<file path="config.mk">
export PLATFORM = sky130hd
export DESIGN_NAME = cas_loader_flat
export DESIGN_NICKNAME = d
export VERILOG_FILES = /design/src/rtl/cas_pkg.sv /design/src/rtl/cas_loader_if.sv /design/src/rtl/cas_hdr_check.sv /design/src/rtl/cas_loader.sv /design/src/flat_wrapper.sv
export SDC_FILE = /design/constraint.sdc
export NUM_CORES = 1
export LEC_CHECK = 0
export CORE_MARGIN = 8
export CORE_UTILIZATION = 50
export DETAILED_ROUTE_END_ITERATION = 6
export PLACE_DENSITY = 0.8
export SYNTH_ARGS = -nofsm -noshare
export SYNTH_HDL_FRONTEND = slang
export SYNTH_SLANG_ARGS = --single-unit
</file>
<file path="constraint.sdc">
create_clock -name clk -period 3.2 [get_ports clk]
set_input_delay 0.48 -clock clk [delete_from_list [all_inputs] [get_ports clk]]
set_output_delay 0.48 -clock clk [all_outputs]
set_load 0.01 [all_outputs]
</file>
<file path="src/rtl/cas_pkg.sv">
// -----------------------------------------------------------------------------
// cas_pkg
// Shared definitions for the cassette image loader: bus widths, the loader
// FSM state encoding and the SVI cassette header constants (16 lead bytes of
// 8'h55 followed by one sync byte of 8'h7F).
// No ports (package).
// -----------------------------------------------------------------------------
package cas_pkg;

  localparam int IOCTL_AW = 18;
  localparam int SDRAM_AW = 25;

  localparam logic [7:0] SVI_LEAD_BYTE = 8'h55;
  localparam logic [7:0] SVI_SYNC_BYTE = 8'h7F;
  localparam int         SVI_LEAD_LEN  = 16;

  // Header = lead bytes plus the single sync byte.
  localparam int HDR_LEN = SVI_LEAD_LEN + 1;

  typedef enum logic [1:0] {
    SYNC = 2'd0,
    IDLE = 2'd1,
    REQ  = 2'd2,
    WAIT = 2'd3
  } cas_state_t;

  // Expected header byte at a given image offset (valid for offsets < HDR_LEN).
  function automatic logic [7:0] hdr_expect(input logic [IOCTL_AW-1:0] off);
    return (off < IOCTL_AW'(SVI_LEAD_LEN)) ? SVI_LEAD_BYTE : SVI_SYNC_BYTE;
  endfunction

endpackage

</file>
<file path="src/rtl/cas_loader_if.sv">
// -----------------------------------------------------------------------------
// cas_loader_if
// Bundles the host download (ioctl_*) signals and the toggle-handshake SDRAM
// write port (sdram_*) used by cas_loader.
//   slave  : the loader side (consumes ioctl writes, issues SDRAM writes)
//   master : the environment side (host + SDRAM controller)
// -----------------------------------------------------------------------------
interface cas_loader_if;
  import cas_pkg::*;

  logic                ioctl_download;
  logic [7:0]          ioctl_index;
  logic                ioctl_wr;
  logic [IOCTL_AW-1:0] ioctl_addr;
  logic [7:0]          ioctl_dout;
  logic                ioctl_wait;

  logic [SDRAM_AW-1:0] sdram_addr;
  logic [7:0]          sdram_data;
  logic                sdram_wr;
  logic                sdram_ack;

  modport slave (
    input  ioctl_download, ioctl_index, ioctl_wr, ioctl_addr, ioctl_dout,
    input  sdram_ack,
    output ioctl_wait, sdram_addr, sdram_data, sdram_wr
  );

  modport master (
    output ioctl_download, ioctl_index, ioctl_wr, ioctl_addr, ioctl_dout,
    output sdram_ack,
    input  ioctl_wait, sdram_addr, sdram_data, sdram_wr
  );

endinterface

</file>
<file path="src/rtl/cas_hdr_check.sv">
// -----------------------------------------------------------------------------
// cas_hdr_check
// Tracks whether the cassette header (offsets 0x00..0x10) has been written
// with the expected lead/sync bytes. One mask bit per header offset; a write
// to that offset sets the bit on a match and clears it on a mismatch, so a
// rewritten bad byte correctly invalidates the header.
// Ports:
//   clk, reset_n : clock, async active-low reset
//   clear        : start of a new download; empties the mask (same-cycle wr
//                  is still applied on top of the cleared mask)
//   wr           : accepted image write strobe
//   addr, data   : image offset and byte of the write
//   ok           : all header offsets have matched
// -----------------------------------------------------------------------------
module cas_hdr_check
  import cas_pkg::*;
(
  input  logic                clk,
  input  logic                reset_n,
  input  logic                clear,
  input  logic                wr,
  input  logic [IOCTL_AW-1:0] addr,
  input  logic [7:0]          data,
  output logic                ok
);

  logic [HDR_LEN-1:0] mask_q;
  logic [HDR_LEN-1:0] mask_d;

  always_comb begin
    mask_d = clear ? '0 : mask_q;
    if (wr && (addr < IOCTL_AW'(HDR_LEN))) begin
      mask_d[addr[4:0]] = (data == hdr_expect(addr));
    end
  end

  always_ff @(posedge clk or negedge reset_n) begin
    if (!reset_n) begin
      mask_q <= '0;
    end else begin
      mask_q <= mask_d;
    end
  end

  assign ok = &mask_q;

endmodule

</file>
<file path="src/rtl/cas_loader.sv">
// -----------------------------------------------------------------------------
// cas_loader
// Copies a host-downloaded cassette image into SDRAM one byte at a time over
// a toggle request/acknowledge port, tracks the image length, validates the
// SVI header and raises 'loaded' once the download has ended and the last
// SDRAM write has been flushed.
// Ports:
//   clk, reset_n : clock, async active-low reset
//   bus          : cas_loader_if.slave (ioctl_* download, sdram_* write port)
//   end_addr     : image length in bytes (highest written offset + 1, sat.)
//   loaded       : image complete, non-empty and written without overrun
//   status       : {overrun, header_ok, busy}
// -----------------------------------------------------------------------------
module cas_loader
  import cas_pkg::*;
#(
  parameter logic [7:0]          CAS_INDEX = 8'h01,
  parameter logic [SDRAM_AW-1:0] BASE_ADDR = 25'h0
) (
  input  logic                clk,
  input  logic                reset_n,
  cas_loader_if.slave         bus,
  output logic [IOCTL_AW-1:0] end_addr,
  output logic                loaded,
  output logic [2:0]          status
);

  cas_state_t          state, next_state;
  logic                active, active_q;
  logic                start, fall;
  logic                capture, toggle, wait_c, drop;
  logic                overrun_q, overrun_d;
  logic                loaded_q, finishing_q;
  logic                hdr_ok;
  logic [IOCTL_AW-1:0] end_addr_q, end_addr_d, end_base, addr_inc;
  logic [SDRAM_AW-1:0] sdram_addr_q;
  logic [7:0]          sdram_data_q;
  logic                sdram_wr_q;

  // Offset + 1, held at the top of the 18-bit range instead of wrapping.
  function automatic logic [IOCTL_AW-1:0] sat_inc(input logic [IOCTL_AW-1:0] a);
    return (&a) ? a : a + IOCTL_AW'(1);
  endfunction

  assign active = bus.ioctl_download && (bus.ioctl_index == CAS_INDEX);
  assign start  = active && !active_q;
  assign fall   = !active && active_q;

  // FSM next-state and handshake outputs
  always_comb begin
    next_state = state;
    wait_c     = 1'b1;
    capture    = 1'b0;
    toggle     = 1'b0;
    case (state)
      SYNC: next_state = IDLE;
      IDLE: begin
        wait_c = 1'b0;
        if (active && bus.ioctl_wr) begin
          capture    = 1'b1;
          wait_c     = 1'b1;
          next_state = REQ;
        end
      end
      REQ: begin
        toggle     = 1'b1;
        next_state = WAIT;
      end
      WAIT: begin
        if (bus.sdram_ack == sdram_wr_q) next_state = IDLE;
      end
      default: next_state = SYNC;
    endcase
  end

  // Any active write the FSM cannot take is lost and flagged.
  assign drop = active && bus.ioctl_wr && (state != IDLE);

  // Download start clears the flags first; a same-cycle write then lands
  // on the cleared values.
  always_comb begin
    end_base   = start ? '0 : end_addr_q;
    addr_inc   = sat_inc(bus.ioctl_addr);
    end_addr_d = end_base;
    if (capture && (addr_inc > end_base)) end_addr_d = addr_inc;
    overrun_d  = (start ? 1'b0 : overrun_q) | drop;
  end

  always_ff @(posedge clk or negedge reset_n) begin
    if (!reset_n) begin
      state <= SYNC;
    end else begin
      state <= next_state;
    end
  end

  always_ff @(posedge clk or negedge reset_n) begin
    if (!reset_n) begin
      active_q     <= 1'b0;
      sdram_wr_q   <= 1'b0;
      sdram_addr_q <= BASE_ADDR;
      sdram_data_q <= 8'h00;
      end_addr_q   <= '0;
      overrun_q    <= 1'b0;
      loaded_q     <= 1'b0;
      finishing_q  <= 1'b0;
    end else begin
      active_q   <= active;
      end_addr_q <= end_addr_d;
      overrun_q  <= overrun_d;

      // Align the request toggle to the controller's ack after reset so no
      // spurious write is seen as pending.
      if (state == SYNC) sdram_wr_q <= bus.sdram_ack;
      else if (toggle)   sdram_wr_q <= ~sdram_wr_q;

      if (capture) begin
        sdram_addr_q <= BASE_ADDR + SDRAM_AW'(bus.ioctl_addr);
        sdram_data_q <= bus.ioctl_dout;
      end

      // loaded is decided on the first cycle the FSM is back in IDLE after
      // the download ends, so the final pending write is flushed first.
      if (start) begin
        loaded_q    <= 1'b0;
        finishing_q <= 1'b0;
      end else if ((fall || finishing_q) && (next_state == IDLE)) begin
        loaded_q    <= (end_addr_q != '0) && !overrun_q;
        finishing_q <= 1'b0;
      end else if (fall) begin
        finishing_q <= 1'b1;
      end
    end
  end

  cas_hdr_check u_hdr (
    .clk     (clk),
    .reset_n (reset_n),
    .clear   (start),
    .wr      (capture),
    .addr    (bus.ioctl_addr),
    .data    (bus.ioctl_dout),
    .ok      (hdr_ok)
  );

  assign bus.ioctl_wait = wait_c;
  assign bus.sdram_addr = sdram_addr_q;
  assign bus.sdram_data = sdram_data_q;
  assign bus.sdram_wr   = sdram_wr_q;

  assign end_addr = end_addr_q;
  assign loaded   = loaded_q;
  assign status   = {overrun_q, hdr_ok, wait_c};

endmodule

</file>
<file path="src/flat_wrapper.sv">
// flat-port wrapper written by rule: the top's interface ports become plain ports
module cas_loader_flat import cas_pkg::*;
#(
  parameter logic [7:0]          CAS_INDEX = 8'h01,
  parameter logic [SDRAM_AW-1:0] BASE_ADDR = 25'h0
)
  (clk, reset_n, end_addr, loaded, status, bus_ioctl_download, bus_ioctl_index, bus_ioctl_wr, bus_ioctl_addr, bus_ioctl_dout, bus_sdram_ack, bus_ioctl_wait, bus_sdram_addr, bus_sdram_data, bus_sdram_wr);
  cas_loader_if bus_i ();
  input  logic clk;
  input  logic reset_n;
  output logic [IOCTL_AW-1:0] end_addr;
  output logic loaded;
  output logic [2:0] status;
  input wire logic [$bits(bus_i.ioctl_download)-1:0] bus_ioctl_download;
  input wire logic [$bits(bus_i.ioctl_index)-1:0] bus_ioctl_index;
  input wire logic [$bits(bus_i.ioctl_wr)-1:0] bus_ioctl_wr;
  input wire logic [$bits(bus_i.ioctl_addr)-1:0] bus_ioctl_addr;
  input wire logic [$bits(bus_i.ioctl_dout)-1:0] bus_ioctl_dout;
  input wire logic [$bits(bus_i.sdram_ack)-1:0] bus_sdram_ack;
  output wire logic [$bits(bus_i.ioctl_wait)-1:0] bus_ioctl_wait;
  output wire logic [$bits(bus_i.sdram_addr)-1:0] bus_sdram_addr;
  output wire logic [$bits(bus_i.sdram_data)-1:0] bus_sdram_data;
  output wire logic [$bits(bus_i.sdram_wr)-1:0] bus_sdram_wr;
  assign bus_i.ioctl_download = bus_ioctl_download;
  assign bus_i.ioctl_index = bus_ioctl_index;
  assign bus_i.ioctl_wr = bus_ioctl_wr;
  assign bus_i.ioctl_addr = bus_ioctl_addr;
  assign bus_i.ioctl_dout = bus_ioctl_dout;
  assign bus_i.sdram_ack = bus_sdram_ack;
  assign bus_ioctl_wait = bus_i.ioctl_wait;
  assign bus_sdram_addr = bus_i.sdram_addr;
  assign bus_sdram_data = bus_i.sdram_data;
  assign bus_sdram_wr = bus_i.sdram_wr;
  cas_loader #(.CAS_INDEX(CAS_INDEX), .BASE_ADDR(BASE_ADDR)) u_core (.clk(clk), .reset_n(reset_n), .bus(bus_i), .end_addr(end_addr), .loaded(loaded), .status(status));
endmodule
</file>
; ---- Yosys cells after proc, flatten, opt, wreduce, memory -nomap -nowiden
; Index checks and enable logic that the tools add are counted.
; W data, S select, Z words.
[classes]
n_lt_le_gt_ge = 5
eq_ne = 8
n_mux = 24
bitwise_logic = 2
add_sub_neg = 1
n_reduce_logical = 21
[ops]
columns = operator, n
row1 = $mux W18, 3
row2 = $lt A18 B5 Y1 const B, 2
row3 = $mux W17, 2
row4 = $add A18 B1 Y18 const B, 1
row5 = $gt A18 B18 Y1, 1
row6 = $reduce_and A18 Y1, 1
row7 = $reduce_bool A18 Y1, 1
row8 = $bwmux W17, 1
row9 = $reduce_and A17 Y1, 1
row10 = $mux W1, 13
row11 = $logic_and A1 B1 Y1, 10
row12 = $eq A8 B1 Y1 const B, 1
row13 = $eq A8 B7 Y1, 1
row14 = $pmux W2 S4, 1
row15 = $lt A5 B6 Y1 const B, 1
row16 = $mux W6, 1
row17 = $demux W1 S5, 1
row18 = $ge A5 B1 Y1 const B, 1
row19 = $eq A2 B1 Y1 const B, 2
row20 = $eq A2 B2 Y1 const B, 2
row21 = $mux W2, 2
row22 = $reduce_bool A2 Y1, 2
row23 = $logic_not A1 Y1, 3
row24 = $reduce_bool A3 Y1, 1
row25 = 6 further kinds, 6
[totals]
regBits = 68
output_inout_bits = 57
inputBits = 39

; ---- Logic depth before layout (Yosys ltp)
[depth]
word_depth = 9
depth_mapped = 16
depth_no_buf = 12

; ---- Cells and area by module
; A second synthesis with hierarchy kept.
[hier_totals]
hier_cells = 452
area_unflattened_um2 = 4240.3
[modules_own_cells]
columns = mod, cells_each, instances, area_each_um2
row1 = cas_loader, 350, 1, 3193.1
row2 = cas_hdr_check, 102, 1, 1047.3

; ---- Worst setup path after synthesis
; No wires, ideal clock.
[synth_path]
path_type = input port to flip-flop
from = input bus_ioctl_addr[0]
to = register u_core.end_addr_q[16], in the netlist u_core.end_addr[16]
setup_ns = 0.134
setup_slack_ns = -0.390
required_time_ns = 3.066
arrival_ns = 3.456
stages = 16
cell_sequence = ha_1 > buf_2 > nand4_1 > or4_1 > buf_2 > o2111ai_1 > xor2_1 > inv_1 > ha_1 > and3_1 > a221o_1 > a221oi_1 > o22ai_1 > buf_4 > buf_6 > mux2i_1
[synth_between]
elab_chain_cells = 5
[synth_rtl]
columns = element, line
row1 = "start, declared", flat_wrapper.sv:17  ; input wire logic [$bits(bus_i.ioctl_addr)-1:0] bus_ioctl_addr;
row2 = $add A18 B1 Y18 / $reduce_and A18 Y1 (equally long branches), cas_loader.sv:42  ; return (&a) ? a : a + IOCTL_AW'(1);
row3 = $mux W18 *, cas_loader.sv:42
row4 = $gt A18 B18 Y1, cas_loader.sv:85  ; if (capture && (addr_inc > end_base)) end_addr_d = addr_inc;
row5 = $logic_and A1 B1 Y1, cas_loader.sv:85
row6 = $mux W18 *, cas_loader.sv:85
row7 = via u_core.end_addr_d[16], cas_loader.sv:35  ; logic [IOCTL_AW-1:0] end_addr_q, end_addr_d, end_base, addr_inc;
row8 = "end signal, assigned", cas_loader.sv:109  ; end_addr_q <= end_addr_d;
row9 = "end, declared", cas_loader.sv:35
; Mark *: on every way through the listed nets, which the timed path passes. The rest lies on a longest branch.
; A chain may end at the register's enable or synchronous reset.

; ---- Final worst setup path
[layout_path]
from = input bus_ioctl_addr[13]
to = register u_core.end_addr_q[11], in the netlist u_core.end_addr[11]
; Same word-level chain as after synthesis.

==> impl_metrics.ini <==
[status]
status = finished, violations left
violations = setup timing

[power_and_ir_drop]
p_seq_share_pct = 40.2
p_per_area_mw_per_mm2 = 345
comb_power_share_pct = 17.9
p_clk_share_pct = 41.9
p_switching_mw = 0.570
internal_power_mw = 1.64
peakVddDrop_uv = 352
sw_frac_of_total_pct = 25.8
p_leak_nw = 3.05

[routing]
ant_nets = 0
post_drt_wl_per_cell_um = 21.6
top_signal_layer_used = met4
met3_length_um = 1270
wl_met2_um = 7600
viasPerCell = 6.02
drt-initial-drc-count = 345
drt_wl_total_um = 15500
drcViolationCount = 0
dr.pass1.iters = 6
vias = 4314
wl_met1_um = 5780

[clock_tree]
h-tree-depth = 3
cts_buffer_depth = 2
cts_tree = done
cts_root_buf = clkbuf_8
numClockSinks = 68
worstSkewPairLatency_ns = 0.37
cts_buffers = 9
cts_hold_buffers = 0
path_clk_slew_ns = 0.07

[synth]
yosysSeqAreaShare_pct = 42.1
syn_avg_cell_area_um2 = 9.86
netlist_area_mm2 = 0.00404
ys_warn_count = 0
synthSimpleGateAreaFrac_pct = 18.1
synth_compound_area_share_pct = 7.83
yosysUniqueCellTypes = 47
synth_top_family_by_area = simple AND/OR/NAND/NOR gates
synth-seq-cells = 68
synth_ff_type = dfrtp_1
yosysTopAreaCellShare_pct = 42.1
syn_inst = 410
muxShareOfSynthArea_pct = 16.1
ys_async_sr_fraction_pct = 100
yosys.area.top_type = dfrtp_1
synthXorXnorAreaFrac_pct = 2.60
synth_area_leaders = dfrtp_1 42%, mux2i_1 9.4%, ha_1 6.8%
synth_edf_count = 0
synth_fa_ha_area_share_pct = 6.81

[global_routing]
grtUsageTotal_pct = 24.6
grt_pass1_vias = 4294
antenna_found_initial = 0
grt_overflow = 0
grt_pass1_wl_um = 22200
grt_max_degree = 30

[setup_path]
crit_arrival_ns = 3.72
worstSetupPathType = in -> reg
worst_ep_required_time_ns = 3.43
start_kind = input port
path_max_fanout = 7
cp_top_family = buffers and inverters
r2r_setup_slack_ns = 0.46
end_kind = flop
crit_chain = clkdlybuf4s50_1 -> nand2_1 -> buf_4 -> nor2_2 -> a21boi_0 -> xnor2_1 -> inv_1 -> ha_1 -> a21oi_1 -> o21ai_1 -> a2111oi_4 -> buf_4 -> o22ai_4 -> buf_6 -> buf_12 -> mux2i_2
r2r_end = u_core.end_addr[11]$_DFF_PN0_
cpMaxStageDelayCell = clkdlybuf4s50_1
max_stage_delay_ns = 0.51
r2r_cells = 11
path_buf_inv = 6
r2r_start = u_core.active_q$_DFF_PN0_
crit_top_cell = buf_4

[cells_and_area]
fill_cells = 463
drive_above_1_share_pct = 34.8
multi_input_area_mm2 = 0.00239
seq_area_mm2 = 0.00170
antenna_cells = 0
final_nets = 668
syn_to_final_growth_pct = 58.2
postLayoutCoreUtil_pct = 79.8

[timing]
finalHoldViolCount = 0
tightest_slew_ns = 0.618
fmax_ghz = 0.287
drv_slew = 0
setup_ws_ns = -0.285
fin_skew_ns = 0.0150
setup_viol_count_final = 18
fin_crit_sh_pct = 109
fin_crit_ns = 3.48
rsz0062_at_grt = yes
slew_headroom_pct = 58.7

[placed_design]
dpl.hpwl_um = 8970
place_ws_ns = -0.949
place.gp.congestion = 0.928
port_buffers = 88

[floorplan]
die_h_um = 106
num_io_pins = 96
die-area_mm2 = 0.0112
core_mm2 = 0.00801
row_count = 33
initial_core_util_pct = 50.5
dieWidth_um = 106

[job]
cap_violations = 0

[worst_hold_path]
hp-class = in -> async
## area by class of cell
class / count / area share [%]
clock buffer: 11 / 2.37
clock inverter: 5 / 1.66
inverter: 26 / 1.53
multi-input combinational: 295 / 37.4
sequential: 68 / 26.6
tap: 105 / 2.05
timing repair buffer: 207 / 28.4
## through the flow
step           setup TNS [ns]  total power [mW]  std cells  area (um2)  hold WS (ns)
2_1_floorplan           -2.90              1.02        416        4120         0.184
3_3_place_gp           -13.88              1.21        658        5550         0.434
3_5_place_dp           -16.93              1.22        658        5550         0.435
4_1_cts                 -1.19              2.15        713        6270        0.0535
5_1_grt                 -6.27              2.26        717        6390        0.0731
6_report                -4.04              2.21        717        6390        0.0463
## synthesized netlist by cell type (all sizes together) (3+ instances only)
cell,number
o2111ai,4
and3,7
a211oi,4
nor3,5
a21oi,10
a31oi,3
ha,22
nor3b,3
dfrtp,68
mux2,24
and4,3
inv,26
buf,18
nand2,53
clkbuf,9
nor2,16
nor4,9
nand4,10
nor2b,3
o21ai,9
nand3,28
mux2i,38
xor2,5
a21o,3
xnor2,7
## cell families after synthesis
group	after synthesis
AND/OR/NAND/NOR	147
XOR/XNOR	12
buffers and inverters	53
adder cells (fa/ha/maj)	22
AO/OA/AOI/OAI	45
multiplexers	62
other	1
flip-flops	68
## per-layer routing
layer	up-vias	global-route usage, %
li1	1838	-
met1	2122	28.2
met2	274	41.8
met3	80	7.26
met4	0	10.8
met5	-	0
## layout by cell type (no fill, tap or decap), types with 6 or more instances in the layout
master,netlist,routed
mux2i_1,38,35
ha_1,22,17
nor4_1,8,7
dfrtp_1,68,68
nand3_1,28,25
conb_1,1,7
nand4_1,10,10
inv_1,26,23
mux2_2,24,24
clkbuf_8,0,11
nand2_1,53,50
buf_6,1,6
dlygate4sd2_1,0,8
nor2_1,16,14
clkdlybuf4s50_1,0,68
a21oi_1,10,9
buf_4,12,110
o21ai_0,9,7
## what timing repair did
action | in CTS | in global routing
gates resized for setup | 65 | 35
gates cloned | 1 | 1
pin swaps | 27 | 17
endpoints found under the setup margin | 18 | 61
endpoints found under the hold margin | 0 | 0
buffers inserted | 38 | 4
## how the worst max path moves through the flow
stage | startpoint | to | slack, ns | cells after the start
finish | bus_ioctl_addr[13] | u_core.end_addr[11]$_DFF_PN0_ | -0.28 | 16
global route | bus_ioctl_addr[13] | u_core.end_addr[11]$_DFF_PN0_ | -0.40 | 16
CTS | bus_ioctl_addr[1] | u_core.end_addr[4]$_DFF_PN0_ | -0.08 | 15
detailed placement | bus_ioctl_addr[0] | u_core.end_addr[16]$_DFF_PN0_ | -0.95 | 15
global placement | bus_ioctl_addr[0] | u_core.end_addr[1]$_DFF_PN0_ | -0.77 | 15
floorplan | bus_ioctl_addr[0] | u_core.end_addr[8]$_DFF_PN0_ | -0.23 | 16
## power by group through the flow
stage	combinational [mW]	clock, mW	sequential (mW)
after global routing	0.417	0.950	0.888
after CTS	0.352	0.914	0.886
after global placement	0.307	0	0.901
final	0.395	0.926	0.886
after detailed placement	0.319	0	0.902
after floorplan	0.114	0	0.909
## registers in the layout (all words and copies together), names as in the netlist
name,flops
u_core.end_addr,18
u_core.finishing_q,1
u_core.active_q,1
u_core.overrun_q,1
u_core.bus.sdram_wr,1
u_core.bus.sdram_data,8
u_core.state,2
u_core.u_hdr.mask_q,17
u_core.loaded,1
u_core.bus.sdram_addr,18
Note: power is estimated with default switching activity, not from simulation.
